`config.mk`:
```
export PLATFORM = sky130hd
export DESIGN_NAME = ram_arbiter_flat
export DESIGN_NICKNAME = d
export VERILOG_FILES = /design/src/rtl/ram_arb_pkg.sv /design/src/rtl/ram_arbiter_if.sv /design/src/rtl/rr_pick.sv /design/src/rtl/ram_arbiter.sv /design/src/flat_wrapper.sv
export SDC_FILE = /design/constraint.sdc
export NUM_CORES = 1
export LEC_CHECK = 0
export BUFFER_PORTS_ARGS = -buffer_cell sky130_fd_sc_hd__buf_2
export CAP_MARGIN = 5
export CORE_MARGIN = 2
export CORE_UTILIZATION = 43
export CTS_BUF_LIST = sky130_fd_sc_hd__clkbuf_16
export DETAILED_ROUTE_END_ITERATION = 8
export PLACE_DENSITY = 0.82
export SLEW_MARGIN = 20
export SYNTH_ARGS = -nofsm -noshare
export SYNTH_HDL_FRONTEND = slang
export SYNTH_SLANG_ARGS = --single-unit
```
`constraint.sdc`:
```
create_clock -name clk -period 1.51 [get_ports clk]
set_input_delay 0.151 -clock clk [delete_from_list [all_inputs] [get_ports clk]]
set_output_delay 0.151 -clock clk [all_outputs]
set_load 0.1 [all_outputs]
```
`src/rtl/ram_arb_pkg.sv`:
```
// Shared types and constants for the RAM arbiter.
package ram_arb_pkg;

  typedef enum logic {
    IDLE   = 1'b0,
    ACCESS = 1'b1
  } state_e;

  localparam int unsigned ADDR_W = 32;

  // Index width for n requesters; never below 1 so index vectors stay legal.
  function automatic int unsigned calc_idw(input int unsigned n);
    return (n <= 1) ? 1 : $clog2(n);
  endfunction

endpackage

```
`src/rtl/ram_arbiter_if.sv`:
```
// Requester-side request/response bundle for the RAM arbiter.
interface ram_arbiter_if
  import ram_arb_pkg::*;
#(
  parameter int unsigned NREQ   = 2,
  parameter int unsigned DWIDTH = 32
) ();

  logic [NREQ-1:0]        req_valid;
  logic [NREQ-1:0]        req_ready;
  logic [NREQ-1:0]        req_wr;
  logic [NREQ*ADDR_W-1:0] req_addr;
  logic [NREQ*DWIDTH-1:0] req_wdata;
  logic [NREQ-1:0]        rsp_valid;
  logic [DWIDTH-1:0]      rsp_rdata;

  // Arbiter side
  modport slave (
    input  req_valid, req_wr, req_addr, req_wdata,
    output req_ready, rsp_valid, rsp_rdata
  );

  // Requester side
  modport master (
    output req_valid, req_wr, req_addr, req_wdata,
    input  req_ready, rsp_valid, rsp_rdata
  );

endinterface

```
`src/rtl/rr_pick.sv`:
```
// Rotating-mask priority picker: lowest requester at or above ptr wins, wrapping to
// the lowest overall. With ptr tied to zero it is a plain fixed-priority encoder.
module rr_pick
  import ram_arb_pkg::*;
#(
  parameter  int unsigned NREQ = 2,
  localparam int unsigned IDW  = calc_idw(NREQ)
) (
  input  logic [NREQ-1:0] req,
  input  logic [IDW-1:0]  ptr,
  output logic [NREQ-1:0] grant,
  output logic [IDW-1:0]  idx
);

  logic [NREQ-1:0] mask;
  logic [NREQ-1:0] sel;
  logic            found;

  // Mask off requesters below the pointer; fall back to the full set if none remain.
  always_comb begin
    mask  = '0;
    grant = '0;
    idx   = '0;
    found = 1'b0;
    for (int i = 0; i < int'(NREQ); i++) begin
      mask[i] = (i >= int'(ptr));
    end
    sel = (|(req & mask)) ? (req & mask) : req;
    for (int i = 0; i < int'(NREQ); i++) begin
      if (sel[i] && !found) begin
        grant[i] = 1'b1;
        idx      = IDW'(i);
        found    = 1'b1;
      end
    end
  end

endmodule

```
`src/rtl/ram_arbiter.sv`:
```
// Shares one single-port RAM among NREQ requesters, one access per cycle.
// Define ARB_RR_EN for round-robin arbitration; otherwise lowest index wins.
module ram_arbiter
  import ram_arb_pkg::*;
#(
  parameter int unsigned NREQ   = 2,
  parameter int unsigned DWIDTH = 32
) (
  input  logic              clk,
  input  logic              rst,
  ram_arbiter_if.slave      bus,
  output logic              mem_en,
  output logic              mem_wr,
  output logic [ADDR_W-1:0] mem_addr,
  output logic [DWIDTH-1:0] mem_wdata,
  input  logic [DWIDTH-1:0] mem_rdata
);

  localparam int unsigned IDW = calc_idw(NREQ);

  state_e            state_q, state_d;
  logic              mem_wr_q, mem_wr_d;
  logic [ADDR_W-1:0] mem_addr_q, mem_addr_d;
  logic [DWIDTH-1:0] mem_wdata_q, mem_wdata_d;
  logic [IDW-1:0]    id_q, id_d;
  logic [NREQ-1:0]   rsp_valid_q, rsp_valid_d;
  logic [DWIDTH-1:0] rsp_rdata_q, rsp_rdata_d;

  logic [NREQ-1:0]   grant;
  logic [IDW-1:0]    win_idx;
  logic [IDW-1:0]    ptr;
  logic              accept;
  logic              sel_wr;
  logic [ADDR_W-1:0] sel_addr;
  logic [DWIDTH-1:0] sel_wdata;

`ifdef ARB_RR_EN
  logic [IDW-1:0] ptr_q, ptr_d;

  // Pointer moves just past the winner on every accept.
  always_comb begin
    ptr_d = ptr_q;
    if (accept) begin
      ptr_d = (win_idx == IDW'(NREQ - 1)) ? '0 : win_idx + IDW'(1);
    end
  end

  // Round-robin pointer register.
  always_ff @(posedge clk) begin
    if (rst) ptr_q <= '0;
    else     ptr_q <= ptr_d;
  end

  assign ptr = ptr_q;
`else
  assign ptr = '0;
`endif

  rr_pick #(
    .NREQ (NREQ)
  ) u_pick (
    .req   (bus.req_valid),
    .ptr   (ptr),
    .grant (grant),
    .idx   (win_idx)
  );

  // Grant already implies valid, so ready never asserts without a request.
  assign bus.req_ready = rst ? '0 : grant;
  assign accept        = (|grant) && !rst;

  // Request mux for the winning requester.
  always_comb begin
    sel_wr    = bus.req_wr[win_idx];
    sel_addr  = bus.req_addr[ADDR_W*win_idx +: ADDR_W];
    sel_wdata = bus.req_wdata[DWIDTH*win_idx +: DWIDTH];
  end

  // FSM next state: accept in either state launches an access next cycle.
  always_comb begin
    state_d     = IDLE;
    mem_wr_d    = 1'b0;
    mem_addr_d  = mem_addr_q;
    mem_wdata_d = mem_wdata_q;
    id_d        = id_q;
    if (accept) begin
      state_d     = ACCESS;
      mem_wr_d    = sel_wr;
      mem_addr_d  = sel_addr;
      mem_wdata_d = sel_wdata;
      id_d        = win_idx;
    end
  end

  // Response: pulse the issuer's bit after the access cycle; reads capture RAM data.
  always_comb begin
    rsp_valid_d = '0;
    rsp_rdata_d = rsp_rdata_q;
    if (state_q == ACCESS) begin
      rsp_valid_d[id_q] = 1'b1;
      if (!mem_wr_q) rsp_rdata_d = mem_rdata;
    end
  end

  // State and output registers.
  always_ff @(posedge clk) begin
    if (rst) begin
      state_q     <= IDLE;
      mem_wr_q    <= 1'b0;
      mem_addr_q  <= '0;
      mem_wdata_q <= '0;
      id_q        <= '0;
      rsp_valid_q <= '0;
      rsp_rdata_q <= '0;
    end else begin
      state_q     <= state_d;
      mem_wr_q    <= mem_wr_d;
      mem_addr_q  <= mem_addr_d;
      mem_wdata_q <= mem_wdata_d;
      id_q        <= id_d;
      rsp_valid_q <= rsp_valid_d;
      rsp_rdata_q <= rsp_rdata_d;
    end
  end

  // Gate enables with rst so an access in flight when reset hits never writes the RAM.
  assign mem_en        = (state_q == ACCESS) && !rst;
  assign mem_wr        = mem_wr_q && !rst;
  assign mem_addr      = mem_addr_q;
  assign mem_wdata     = mem_wdata_q;
  assign bus.rsp_valid = rsp_valid_q;
  assign bus.rsp_rdata = rsp_rdata_q;

endmodule
```
`src/flat_wrapper.sv`:
```
// flat-port wrapper written by rule: the top's interface ports become plain ports
module ram_arbiter_flat import ram_arb_pkg::*;
#(
  parameter int unsigned NREQ   = 2,
  parameter int unsigned DWIDTH = 32
)
  (clk, rst, mem_en, mem_wr, mem_addr, mem_wdata, mem_rdata, bus_req_valid, bus_req_wr, bus_req_addr, bus_req_wdata, bus_req_ready, bus_rsp_valid, bus_rsp_rdata);
  ram_arbiter_if #(.NREQ(NREQ), .DWIDTH(DWIDTH)) bus_i ();
  input  logic clk;
  input  logic rst;
  output logic mem_en;
  output logic mem_wr;
  output logic [ADDR_W-1:0] mem_addr;
  output logic [DWIDTH-1:0] mem_wdata;
  input  logic [DWIDTH-1:0] mem_rdata;
  input wire logic [$bits(bus_i.req_valid)-1:0] bus_req_valid;
  input wire logic [$bits(bus_i.req_wr)-1:0] bus_req_wr;
  input wire logic [$bits(bus_i.req_addr)-1:0] bus_req_addr;
  input wire logic [$bits(bus_i.req_wdata)-1:0] bus_req_wdata;
  output wire logic [$bits(bus_i.req_ready)-1:0] bus_req_ready;
  output wire logic [$bits(bus_i.rsp_valid)-1:0] bus_rsp_valid;
  output wire logic [$bits(bus_i.rsp_rdata)-1:0] bus_rsp_rdata;
  assign bus_i.req_valid = bus_req_valid;
  assign bus_i.req_wr = bus_req_wr;
  assign bus_i.req_addr = bus_req_addr;
  assign bus_i.req_wdata = bus_req_wdata;
  assign bus_req_ready = bus_i.req_ready;
  assign bus_rsp_valid = bus_i.rsp_valid;
  assign bus_rsp_rdata = bus_i.rsp_rdata;
  ram_arbiter #(.NREQ(NREQ), .DWIDTH(DWIDTH)) u_core (.clk(clk), .rst(rst), .bus(bus_i), .mem_en(mem_en), .mem_wr(mem_wr), .mem_addr(mem_addr), .mem_wdata(mem_wdata), .mem_rdata(mem_rdata));
endmodule
```
# --- Word level (Yosys, flattened, before mapping) ---
# Cells that the tools add are included.
# Widths: inputs -> output; s select.
totals:
  regBits: 101
  ramBits: 0
  in_bits: 166
  latch_bits: 0
  mem_count: 0
  wordCells: 34
  out_inout_bits: 102
  mem_bits_ro: 0
op_classes:
  div_mod_pow: 0
  n_addsub: 0
  eq_ne: 0
  mul: 0
  bitwise: 3
  reduce_logical: 11
  magnitude_cmp: 3
  n_shift: 2
  muxes: 8
op_table:
  columns: ["operator", "n"]
  rows:
  - ["$shiftx 64x7->32", 2]
  - ["$mux 1", 6]
  - ["$reduce_or 2->1", 3]
  - ["$logic_and 1x1->1", 5]
  - ["$lt 1x2->1 const B", 2]
  - ["$not 1->1", 3]
  - ["$logic_not 1->1", 2]
  - ["$mux 2", 1]
  - ["$reduce_and 2->1", 1]
  - ["$demux 1 s1", 1]
  - ["$ge 1x1->1 const B", 1]

# --- Depth between registers and ports, before layout ---
# Gate-level depths: netlist of the first run.
depth:
  ltp_word: 8
  ltp_mapped: 6
  ltp_nobuf: 3

# --- By module ---
# A second synthesis of the first run with hierarchy kept.
unflattened:
  hier_cells: 443
  hier_area_um2: 3955.0
modules_own_cells:
  columns: ["module", "area_each_um2", "instances", "cells_per_inst", "seq_area_each_um2"]
  rows:
  - ["ram_arbiter", 3928.8, 1, 439, 2021.9]
  - ["rr_pick", 26.3, 1, 4, 0.0]

# --- Worst setup path after synthesis of the first run ---
# No wires, ideal clock.
synth_timing:
  path_kind: "input to output"
  from: "input port bus_req_valid[1]"
  to: "output port bus_req_ready[1]"
  n_path_buf: 3
  path_stages: 4
  setup_slack_ns: -1.370
  arrival_ns: 2.729
  t_required_ns: 1.359
  path_cell_list: "buf_6 -> buf_6 -> buf_6 -> nor3b_1"
synth_via:
  elab_chain_cells: 3
synth_lines:
  columns: ["item", "line", "source"]
  rows:
  - ["from (decl)", "flat_wrapper.sv:16", "input wire logic [$bits(bus_i.req_valid)-1:0] bus_req_valid;"]
  - ["$logic_and 1x1->1", "rr_pick.sv:30", "if (sel[i] && !found) begin"]
  - ["$mux 1", "rr_pick.sv:30", null]
  - ["$mux 2", "ram_arbiter.sv:69", "assign bus.req_ready = rst ? '0 : grant;"]
  - ["to (decl)", "flat_wrapper.sv:20", "output wire logic [$bits(bus_i.req_ready)-1:0] bus_req_ready;"]
# Every way passes these cells.

# --- Final worst setup path of the first run ---
layout_timing:
  from: "register u_core.state_q"
  to: "output port mem_en"
layout_via:
  elab_chain_cells: 1
layout_lines:
  columns: ["item", "line", "source"]
  rows:
  - ["from (decl)", "ram_arbiter.sv:21", "state_e state_q, state_d;"]
  - ["from (signal assigned)", "ram_arbiter.sv:116", "state_q <= state_d;"]
  - ["$logic_and 1x1->1", "ram_arbiter.sv:127", "assign mem_en = (state_q == ACCESS) && !rst;"]
  - ["to (decl)", "flat_wrapper.sv:11", "output logic mem_en;"]
# Every way passes these cells.

==> out/results.txt, run 1 <==
Final nets: 860
Hold Path Class: in2reg
Setup TNS: 0 ns
Maximum VDD drop: 0.622 mV
Drt wl/cell: 14.6 microns
Initial Utilization: 44.4%
Most frequent cells in the layout: buf_2, dfxtp_1, nor2_1, nand2_1, mux2i_1
Required @ worst endpoint: 1.36 ns
Final min period: 1.39 ns
Die Height: 104 microns
Worst-margin pin slew: 0.577 ns
Crit Path Category: reg2out
CTS buffer count: 9
Critical Path, Cell by Cell: nor2b_2 -> clkbuf_4
Clock Sinks: 101
Detailed Routing Iterations Pass 1: 5
Clk buf depth: 2
Pleak: 0.00322 uW
Core Util, Final: 62.9%
XOR/XNOR share of the synthesized area: 0%
Std-Cell Rows: 36
Worst slack, placed: 0.160 ns
Endpoints failing setup: 0
IO Pins: 268
Simple-gate portion of the synthesized area: 12.9%
Outcome: completed
Clk Latency, worst-skew pair: 0.33 ns
Clock-pin slew on the worst setup and hold paths: 0.07 ns
Tcrit/Tclk final: 92.3%
Htree depth: 3
Vias in the first global route: 4011
Slew headroom: 61.5%
Routed Antenna Nets: 0
Grt total ovfl: 0
Final WS setup: 0.117 ns
Maximum number of pins on one net before global-route repair: 48
Synth Area in Compound Gates: 3.80%
GRT Util Overall: 22.1%
Final hold vios: 0
Fmax: 718 MHz
Ys Warns: 0
Clock Root Buffer: clkbuf_16
Adder-Cell Fraction of Synth Area: 0%
Share of cells above drive strength 1: 51.6%
Flops & latches, synth: 101
Power Density: 1220 nW/um^2
DR vias: 4013
RSZ-0062 raised after global routing: false
Port Buffers: 267
Vias per cell: 4.82
Full die area: 10900 sq um
Final WL: 12200 microns
Gpl congestion: 0.842
Critical Path AT: 1.24 ns
Mapped Area: 4340 sq um
Layout area overhead: 41.5%
First-pass GRT wire length: 19400 microns
Worst Setup Start Kind: register
Drt drc: 0
Core area: 9770 sq um
Synth unique cells: 17
Die width: 104 microns
Largest family of logic cells by synthesized area: multiplexers
CTS tree: done
DR iter-0 viols: 191
Commonest non-fill, non-tap cell in the layout: buf_2
Critical-path maximum fanout: 3
Critical-path top delay cell: clkbuf_4
DPL Wire Length: 9530 microns
Sequential-to-total area share from yosys stat: 46.6%
Final Power: 7520 uW
Max-cap viol count: 0
Filler instances: 823
Worst Skew: 0.00700 ns
Cells after Synth: 438
Mux share of post-synthesis cell area: 32.7%
Critical Path End Type: output port
CP max stage delay: 0.36 ns
Antenna violations before repair: 1
Syn Nets: 604
Pins Over Slew Limit: 0
Avg Inst Size Synth: 9.92 sq um
-- cell type report --
| class | instances | area, sq um | area share [%] |
|---|---|---|---|
| repair buffers | 279 | 1510 | 24.5 |
| diodes | 1 | 2.50 | 0.0407 |
| clock buffers | 9 | 225 | 3.66 |
| flip-flops and latches | 101 | 2020 | 32.9 |
| well taps | 133 | 166 | 2.71 |
| clock inverters | 7 | 58.8 | 0.957 |
| multi-input cells | 303 | 2170 | 35.2 |
-- cells in the mapped netlist --
master    number  area share, %
buf_1          2           0.17
buf_6          4            1.0
mux2_4        16            5.5
mux2i_1       64             15
and2_1         1           0.14
a21oi_1       33            3.8
dfxtp_1      101             47
nor3_1         1           0.12
mux2_2        48             12
nor2b_1        5           0.72
nand2_1       65            5.6
nor2_1        67            5.8
clkbuf_1      14            1.2
buf_2         14            1.6
nand2b_1       1           0.14
nand3b_1       1           0.17
nor3b_1        1           0.17
-- metal layers --
metal	GRT usage, %	share of wire [%]
met2	39.4	50
met3	6.39	8.6
met4	8.69	2.2
met5	0	0
met1	24.6	39
-- logic make-up (layout without fill, tap and decap cells) --
| group | after synthesis | after routing |
|---|---|---|
| buffers and inverters | 34 | 295 |
| other | 0 | 1 |
| and+or+nand+nor | 142 | 142 |
| AOI/OAI and AO/OA | 33 | 33 |
| muxes | 128 | 128 |
| DFF | 101 | 101 |
-- critical path, delay by kind of cell, from the launching register on --
family	cells	cell delay, ns
and+or+nand+nor	1	0.21
buffers and inverters	1	0.36
DFF	1	0.34
-- power by group --
group | leakage [uW] | switching [uW] | total, uW | internal [uW]
combinational | 0.00224 | 1760 | 2370 | 613
sequential | 0.000835 | 84.7 | 2930 | 2840
clock | 0.000145 | 954 | 2220 | 1260
-- what timing repair did --
action,4_1_cts,5_1_grt
hold buffers,0,0
gates resized for setup,1,1
buffers inserted,0,0
endpoints found under the setup margin,1,1
-- state kept, by name (all words and copies together) (netlist names) --
name and flops:
u_core.bus.rsp_rdata 32, u_core.bus.rsp_valid 2, u_core.id_q 1, u_core.mem_addr 32, u_core.mem_wdata 32, u_core.mem_wr_q 1
u_core.state_q 1
-- path summary, 6_finish.rpt --
| kind | from | endpoint | slack [ns] | depth (start not counted) |
|---|---|---|---|---|
| setup reg to reg | u_core.mem_wr_q$_SDFF_PP0_ | u_core.bus.rsp_rdata[4]$_SDFFE_PP0P_ | 0.37 | 4 |
| hold reg to reg | u_core.bus.rsp_rdata[21]$_SDFFE_PP0P_ | u_core.bus.rsp_rdata[21]$_SDFFE_PP0P_ | 0.45 | 2 |
| setup / recovery | u_core.state_q$_SDFF_PP0_ | mem_en | 0.12 | 2 |
| hold / removal | mem_rdata[11] | u_core.bus.rsp_rdata[11]$_SDFFE_PP0P_ | 0.05 | 3 |
-- through the flow --
step	std cells	hold slack [ns]	instance area, sq um
finish	833	0.0523	6150
global route	832	0.0479	6140
CTS	832	0.0398	6140
detailed placement	816	0.392	5860
global placement	816	0.383	5860
floorplan	438	0.287	4360
(Power assumes the default switching activity.)
==> run 2: changes to the inputs <==
--- a/config.mk
+++ b/config.mk
@@ -7,11 +7,13 @@
 export LEC_CHECK = 0
 export BUFFER_PORTS_ARGS = -buffer_cell sky130_fd_sc_hd__buf_2
 export CAP_MARGIN = 5
+export CELL_PAD_IN_SITES_DETAIL_PLACEMENT = 0
+export CELL_PAD_IN_SITES_GLOBAL_PLACEMENT = 1
 export CORE_MARGIN = 2
-export CORE_UTILIZATION = 43
+export CORE_UTILIZATION = 30
 export CTS_BUF_LIST = sky130_fd_sc_hd__clkbuf_16
 export DETAILED_ROUTE_END_ITERATION = 8
-export PLACE_DENSITY = 0.82
+export PLACE_DENSITY = 0.81
 export SLEW_MARGIN = 20
 export SYNTH_ARGS = -nofsm -noshare
 export SYNTH_HDL_FRONTEND = slang
==> run 2 against run 1 <==
Flip-flop and latch count did not move. Core utilization fell by 18 points. Total power rose by 2.7%. Largest cell class unchanged. Highest routed layer unchanged.
==> out/results.txt, run 2 (synthesis results as in run 1) <==
Register-to-Register Path Depth: 4 (unchanged)
CTS buffer count: 9 (unchanged)
Commonest non-fill, non-tap cell in the layout: buf_2
Required @ worst endpoint: 1.36 ns (about the same)
Critical Path, Cell by Cell: nor2b_2 -> buf_2
WL met1: 5070 microns (+6.5%)
Metal3 WL: 1080 microns (+3.4%)
Die Height: 124 microns (+19%)
Clock-pin slew on the worst setup and hold paths: 0.07 ns (about the same)
Final WL: 12200 microns (-0.23%)
Worst-margin pin slew: 0.538 ns (-0.0395 ns)
Worst Skew: 0.00340 ns (-0.00360 ns)
IO Pins: 268 (unchanged)
Reg2reg end: u_core.bus.rsp_rdata[26]$_SDFFE_PP0P_
Hold Path Class: in2reg
Stages on the worst setup path: 2 (unchanged)
Crit Path Category: reg2out
Power Density: 1230 nW/um^2 (+0.92%)
Slew headroom: 64.1% (+2.6 points)
Clock Sinks: 101 (unchanged)
Share of cells above drive strength 1: 51.9% (+0.28 points)
Post-Place Cells: 865 (+6.0%)
Non-filler cells, final: 881 (+5.8%)
Antenna violations before repair: 0 (-1)
Top delay family on crit path: buffers and inverters
Critical-path top delay cell: buf_2
Most frequent cells in the layout: buf_2, dfxtp_1, nor2_1, nand2_1, mux2i_1
CP Buf/Inv Count: 1 (unchanged)
R2r startpoint: u_core.state_q$_SDFF_PP0_
Layout area overhead: 44.1%
Pins Over Slew Limit: 0 (unchanged)
Gpl congestion: 0.812 (-3.6%)
Setup bufs post-CTS: 0 (unchanged)
Final nets: 862 (+0.23%)
Met2 Routed Length: 5780 microns (-5.6%)
Core area: 14000 sq um (+43%)
Tcrit/Tclk final: 94.5% (+2.2 points)
Clk Latency, worst-skew pair: 0.34 ns (about the same)
Endpoints failing setup: 0 (unchanged)
Std-Cell Rows: 43 (+19%)
Outcome: completed
Clk buf depth: 2 (unchanged)
Maximum VDD drop: 0.650 mV (+4.5%)
CP startpoint: u_core.mem_wr_q$_SDFF_PP0_
Grt total ovfl: 0 (unchanged)
DPL Wire Length: 9250 microns (-3.0%)
Critical-path maximum fanout: 3 (unchanged)
CTS tree: done
Pleak: 0.00324 uW (+0.58%)
RSZ-0062 raised after global routing: false
Diode count: 0 (-1)
DR iter-0 viols: 131 (-31%)
Worst Setup Start Kind: register
CTS Hold Buffers Added: 0 (unchanged)
Detailed Routing Iterations Pass 1: 4 (-1)
Worst slack, placed: 0.241 ns (+0.0809 ns)
Initial Utilization: 31.0% (-13 points)
Final min period: 1.43 ns (+0.0332 ns)
Vias in the first global route: 3953 (-1.4%)
Routed Antenna Nets: 0 (unchanged)
Clock Root Buffer: clkbuf_16
CP max stage delay: 0.43 ns (+0.07 ns)
Drt drc: 0 (unchanged)
Reg2Reg Setup Slack: 0.38 ns (about the same)
DR vias: 3982 (-0.77%)
Fmax: 701 MHz (-2.3%)
Vias per cell: 4.52 (-6.2%)
Drt wl/cell: 13.8 microns (-5.7%)
First-pass GRT wire length: 19400 microns (-0.11%)
Final hold vios: 0 (unchanged)
Top Layer Used: met4
Die width: 124 microns (+19%)
Area after DPL: 5940 sq um (+1.4%)
Final WS setup: 0.0837 ns (-0.0332 ns)
Critical Path AT: 1.28 ns (+0.04 ns)
Max-cap viol count: 0 (unchanged)
Resized Gates After CTS: 0 (-1)
Full die area: 15500 sq um (+42%)
Htree depth: 3 (unchanged)
Critical Path End Type: output port
CP Capture Point: mem_wr
Design Area, Final: 6260 sq um (+1.8%)
Maximum number of pins on one net before global-route repair: 52 (+8.3%)
Port Buffers: 267 (unchanged)
GRT Util Overall: 15.3% (-6.8 points)
==> run 2: cell types whose count changed in the layout (fill, tap and decap cells not counted) <==
cell	before	now
buf_2	260	262
clkinv_2	2	0
buf_12	5	6
buf_4	13	12
bufinv_16	1	2
clkinv_4	0	1
clkinvlp_4	1	2
diode_2	1	0
inv_1	2	1
==> run 2: worst reg2reg max path, cell delays in order, from the launching register on <==
cell	delay (ns)
dfxtp_1	0.34
nor2b_2	0.14
buf_4	0.30
nand2_1	0.13
a21oi_1	0.14
==> run 2: worst min path at each step <==
stage / cells after the start / slack [ns] / start / endpoint
global route: 3 / 0.04 / mem_rdata[4] / u_core.bus.rsp_rdata[4]$_SDFFE_PP0P_
global placement: 3 / 0.38 / bus_req_addr[6] / u_core.mem_addr[6]$_SDFFE_PP0P_
CTS: 3 / 0.02 / mem_rdata[4] / u_core.bus.rsp_rdata[4]$_SDFFE_PP0P_
finish: 3 / 0.04 / mem_rdata[4] / u_core.bus.rsp_rdata[4]$_SDFFE_PP0P_
floorplan: 2 / 0.29 / mem_rdata[31] / u_core.bus.rsp_rdata[31]$_SDFFE_PP0P_
detailed placement: 3 / 0.39 / bus_req_wdata[10] / u_core.mem_wdata[10]$_SDFFE_PP0P_
==> run 2: cell type report <==
class,count,area (sq um)
tap,180,225
multi-input combinational,303,2170
clock inverter,7,91.3
clock buffer,9,225
sequential,101,2020
fill,1413,7730
timing repair buffer,281,1530
==> run 2: power breakdown <==
group	internal, uW	switching (uW)	leakage (uW)
Sequential	2840	87.7	0.000835
Combinational	618	1750	0.00226
Clock	1440	985	0.000150
==> run 2: per-stage QoR <==
step / TNS (ns) / utilization [%] / hold slack [ns] / total power (uW)
2_1_floorplan: -0.376 / - / 0.287 / 4840
3_3_place_gp: 0 / 42.5 / 0.383 / 5330
3_5_place_dp: 0 / 42.5 / 0.392 / 5370
4_1_cts: 0 / 44.7 / 0.0234 / 7830
5_1_grt: 0 / 44.7 / 0.0373 / 8030
6_report: 0 / 44.7 / 0.0407 / 7720
==> run 2: layer usage <==
layer	vias up	GRT usage [%]
met3	16	5.54
met2	179	25.6
met5	-	0
li1	1979	-
met1	1808	18.1
met4	0	5.09
==> run 3: changes to the inputs <==
--- a/config.mk
+++ b/config.mk
@@ -5,15 +5,16 @@
 export SDC_FILE = /design/constraint.sdc
 export NUM_CORES = 1
 export LEC_CHECK = 0
+export ABC_AREA = 1
 export BUFFER_PORTS_ARGS = -buffer_cell sky130_fd_sc_hd__buf_2
 export CAP_MARGIN = 5
 export CELL_PAD_IN_SITES_DETAIL_PLACEMENT = 0
 export CELL_PAD_IN_SITES_GLOBAL_PLACEMENT = 1
 export CORE_MARGIN = 2
-export CORE_UTILIZATION = 30
+export CORE_UTILIZATION = 29
 export CTS_BUF_LIST = sky130_fd_sc_hd__clkbuf_16
 export DETAILED_ROUTE_END_ITERATION = 8
-export PLACE_DENSITY = 0.81
+export PLACE_DENSITY = 0.82
 export SLEW_MARGIN = 20
 export SYNTH_ARGS = -nofsm -noshare
 export SYNTH_HDL_FRONTEND = slang
==> run 3 against run 2 <==
Total power rose by 11%. Clock-buffer cell count did not move. Register-to-register slack improved by 0.07 ns. Sequential power rose by 4%.
==> out/results.txt, run 3 <==
Outcome: completed
Core Util, Final: 40.1% (-4.6 points)
Fmax: 723 MHz (+3.2%)
Area of the multi-input gates: 2010 sq um (-7.3%)
Crit Path Category: reg2out
Synth cell count leaders: nand2_1, inv_1, nor2_1
First-pass GRT wire length: 22400 microns (+15%)
Hold Path Class: in2reg
Filler instances: 1934 (+37%)
Final min period: 1.38 ns (-0.0437 ns)
Sequential-to-total area share from yosys stat: 40.4% (-6.1 points)
Detailed Routing Iterations Pass 1: 4 (unchanged)
Worst-margin pin slew: 0.516 ns (-0.0219 ns)
R2r startpoint: u_core.mem_wr_q$_SDFF_PP0_
Layout area overhead: 36.9%
Synth unique cells: 12 (-5)
Most common flop cell mapped by yosys: dfxtp_1
Tcrit/Tclk final: 91.6% (-2.9 points)
Clock Sinks: 101 (unchanged)
Clk Latency, worst-skew pair: 0.35 ns (about the same)
Reg2reg end: u_core.bus.rsp_rdata[30]$_SDFFE_PP0P_
Setup bufs post-CTS: 0 (unchanged)
CP startpoint: u_core.mem_wr_q$_SDFF_PP0_
Register cell area after layout: 2020 sq um (unchanged)
Worst Skew: 0.00802 ns (+0.00462 ns)
Maximum VDD drop: 0.713 mV (+9.7%)
Register-to-Register Path Depth: 5 (+1)
Required @ worst endpoint: 1.36 ns (about the same)
RSZ-0062 raised after global routing: false
Slew headroom: 65.8% (+1.7 points)
Diode count: 0 (unchanged)
Core area: 17100 sq um (+22%)
CP max stage delay: 0.44 ns (about the same)
Cells after Synth: 840 (+92%)
Critical Path End Type: output port
Clk buf depth: 2 (unchanged)
CP Capture Point: mem_wr
Worst slack, placed: 0.175 ns (-0.0656 ns)
Grt total ovfl: 0 (unchanged)
Gpl congestion: 0.753 (-7.2%)
Most numerous cell in the Yosys netlist: nand2_1
Critical Path, Cell by Cell: inv_1 -> nor2_1 -> buf_2
CTS buffer count: 9 (unchanged)
Clock-pin slew on the worst setup and hold paths: 0.06 ns (about the same)
Max-cap viol count: 0 (unchanged)
Pins Over Slew Limit: 0 (unchanged)
Drt drc: 0 (unchanged)
Port Buffers: 267 (unchanged)
Std-Cell Rows: 48 (+12%)
Share of cells above drive strength 1: 27.2% (-25 points)
Share of the synthesized area in the top cell type: 40.4% (-6.1 points)
Ys Warns: 0 (unchanged)
Full die area: 18300 sq um (+18%)
Area contributors post-synth: dfxtp_1, nand2_1, inv_1
Critical-path maximum fanout: 2 (-1)
Clock Root Buffer: clkbuf_16
Pleak: 0.00430 uW (+33%)
Setup TNS: 0 ns (unchanged)
DPL Wire Length: 10400 microns (+13%)
IO Pins: 268 (unchanged)
Post-synth EDFFs: 0 (unchanged)
Flops & latches, synth: 101 (unchanged)
Drt wl/cell: 11.0 microns (-20%)
Initial Utilization: 29.3% (-1.7 points)
Routed Antenna Nets: 0 (unchanged)
Antenna violations before repair: 0 (unchanged)
Die width: 135 microns (+8.8%)
Async SR Flop Fraction: 0% (unchanged)
Mapped Area: 5000 sq um (+15%)
Final WS setup: 0.127 ns (+0.0437 ns)
Commonest non-fill, non-tap cell in the layout: buf_2
Endpoints failing setup: 0 (unchanged)
Vias in the first global route: 4606 (+17%)
Maximum number of pins on one net before global-route repair: 76 (+46%)
Synth area leader: dfxtp_1
DR vias: 5155 (+29%)
CTS tree: done
Syn Nets: 1006 (+67%)
Critical Path AT: 1.23 ns (-0.05 ns)
GRT Util Overall: 15.3% (+0.044 points)
Final WL: 14500 microns (+19%)
Critical-path top delay cell: buf_2
Worst Setup Start Kind: register
DR iter-0 viols: 298 (+130%)
Final hold vios: 0 (unchanged)
Htree depth: 3 (unchanged)
Final nets: 1251 (+45%)
Die Height: 135 microns (+8.8%)
Power Density: 1250 nW/um^2 (+1.4%)
Vias per cell: 3.92 (-13%)
Avg Inst Size Synth: 5.95 sq um (-40%)
Reg2Reg Setup Slack: 0.45 ns (+0.07 ns)
Most frequent cells in the layout: buf_2, nand2_1, inv_1, nor2_1, dfxtp_1
[run 3: cell types whose count changed after synthesis, sizes merged, moves of 2 or more]
cell and delta:
mux2i -64, nor2b -5, nor3 +2, nor2 +104
o21ai +33, a21oi +32, inv +200, buf +10
nand2 +158, mux2 -64
[run 3: worst min path at each step]
stage	start	end	slack [ns]	depth (start not counted)
after global routing	mem_rdata[4]	u_core.bus.rsp_rdata[4]$_SDFFE_PP0P_	0.05	3
final	bus_req_wr[1]	u_core.mem_wr_q$_SDFF_PP0_	0.05	3
after floorplan	bus_req_valid[0]	u_core.id_q$_SDFFE_PP0P_	0.23	1
after global placement	bus_req_wr[0]	u_core.mem_wr_q$_SDFF_PP0_	0.40	3
after detailed placement	bus_req_wr[1]	u_core.mem_wr_q$_SDFF_PP0_	0.40	3
after CTS	bus_req_wr[1]	u_core.mem_wr_q$_SDFF_PP0_	0.03	3
[run 3: cell families (layout without fill, tap and decap cells)]
family                 count (synthesis)  in the layout  synth area share, %
AND/OR/NAND/NOR                      397            397                 30.2
buffers and inverters                244            493                 19.6
flip-flops                           101            101                 40.4
AO/OA/AOI/OAI                         98             98                 9.81
[run 3: timing repair]
action / in CTS / in global routing
endpoints found under the setup margin: 0 / 1
hold buffers: 0 / 0
resized for setup: 0 / 1
[run 3: layout make-up]
type                    count  area share [%]
repair buffers            278            21.9
clock buffers               9            3.29
clock inverters             6           0.805
well taps                 225            4.11
multi-input cells         495            29.3
flip-flops and latches    101            29.5
inverters                 200            11.0
[run 3: per-layer routing]
layer | global-route usage (%) | share of wire [%] | up-vias
met2 | 25.4 | 47 | 124
met1 | 19.2 | 45 | 2130
met5 | 0 | 0 | -
met4 | 6.89 | 2.8 | 0
li1 | - | - | 2879
met3 | 2.96 | 5.1 | 22
[run 3: worst max-delay path: cells and delay by family (launching register included)]
family,cells,cell delay [ns]
and+or+nand+nor,1,0.10
DFF,1,0.31
buffers and inverters,2,0.49
[run 3: through the flow]
stage / hold WS, ns / std cells / area, sq um / total power, uW
finish: 0.0491 / 1314 / 6840 / 8560
global route: 0.0451 / 1314 / 6840 / 8990
CTS: 0.0336 / 1314 / 6840 / 8660
detailed placement: 0.401 / 1299 / 6560 / 6380
global placement: 0.400 / 1299 / 6560 / 6360
floorplan: 0.230 / 840 / 5000 / 5720
[run 3: power breakdown]
part           total [uW]  internal, uW  switching [uW]
combinational        3260           640            2620
sequential           3040          2930             115
clock                2260          1260            1000
total                8560          4830            3730
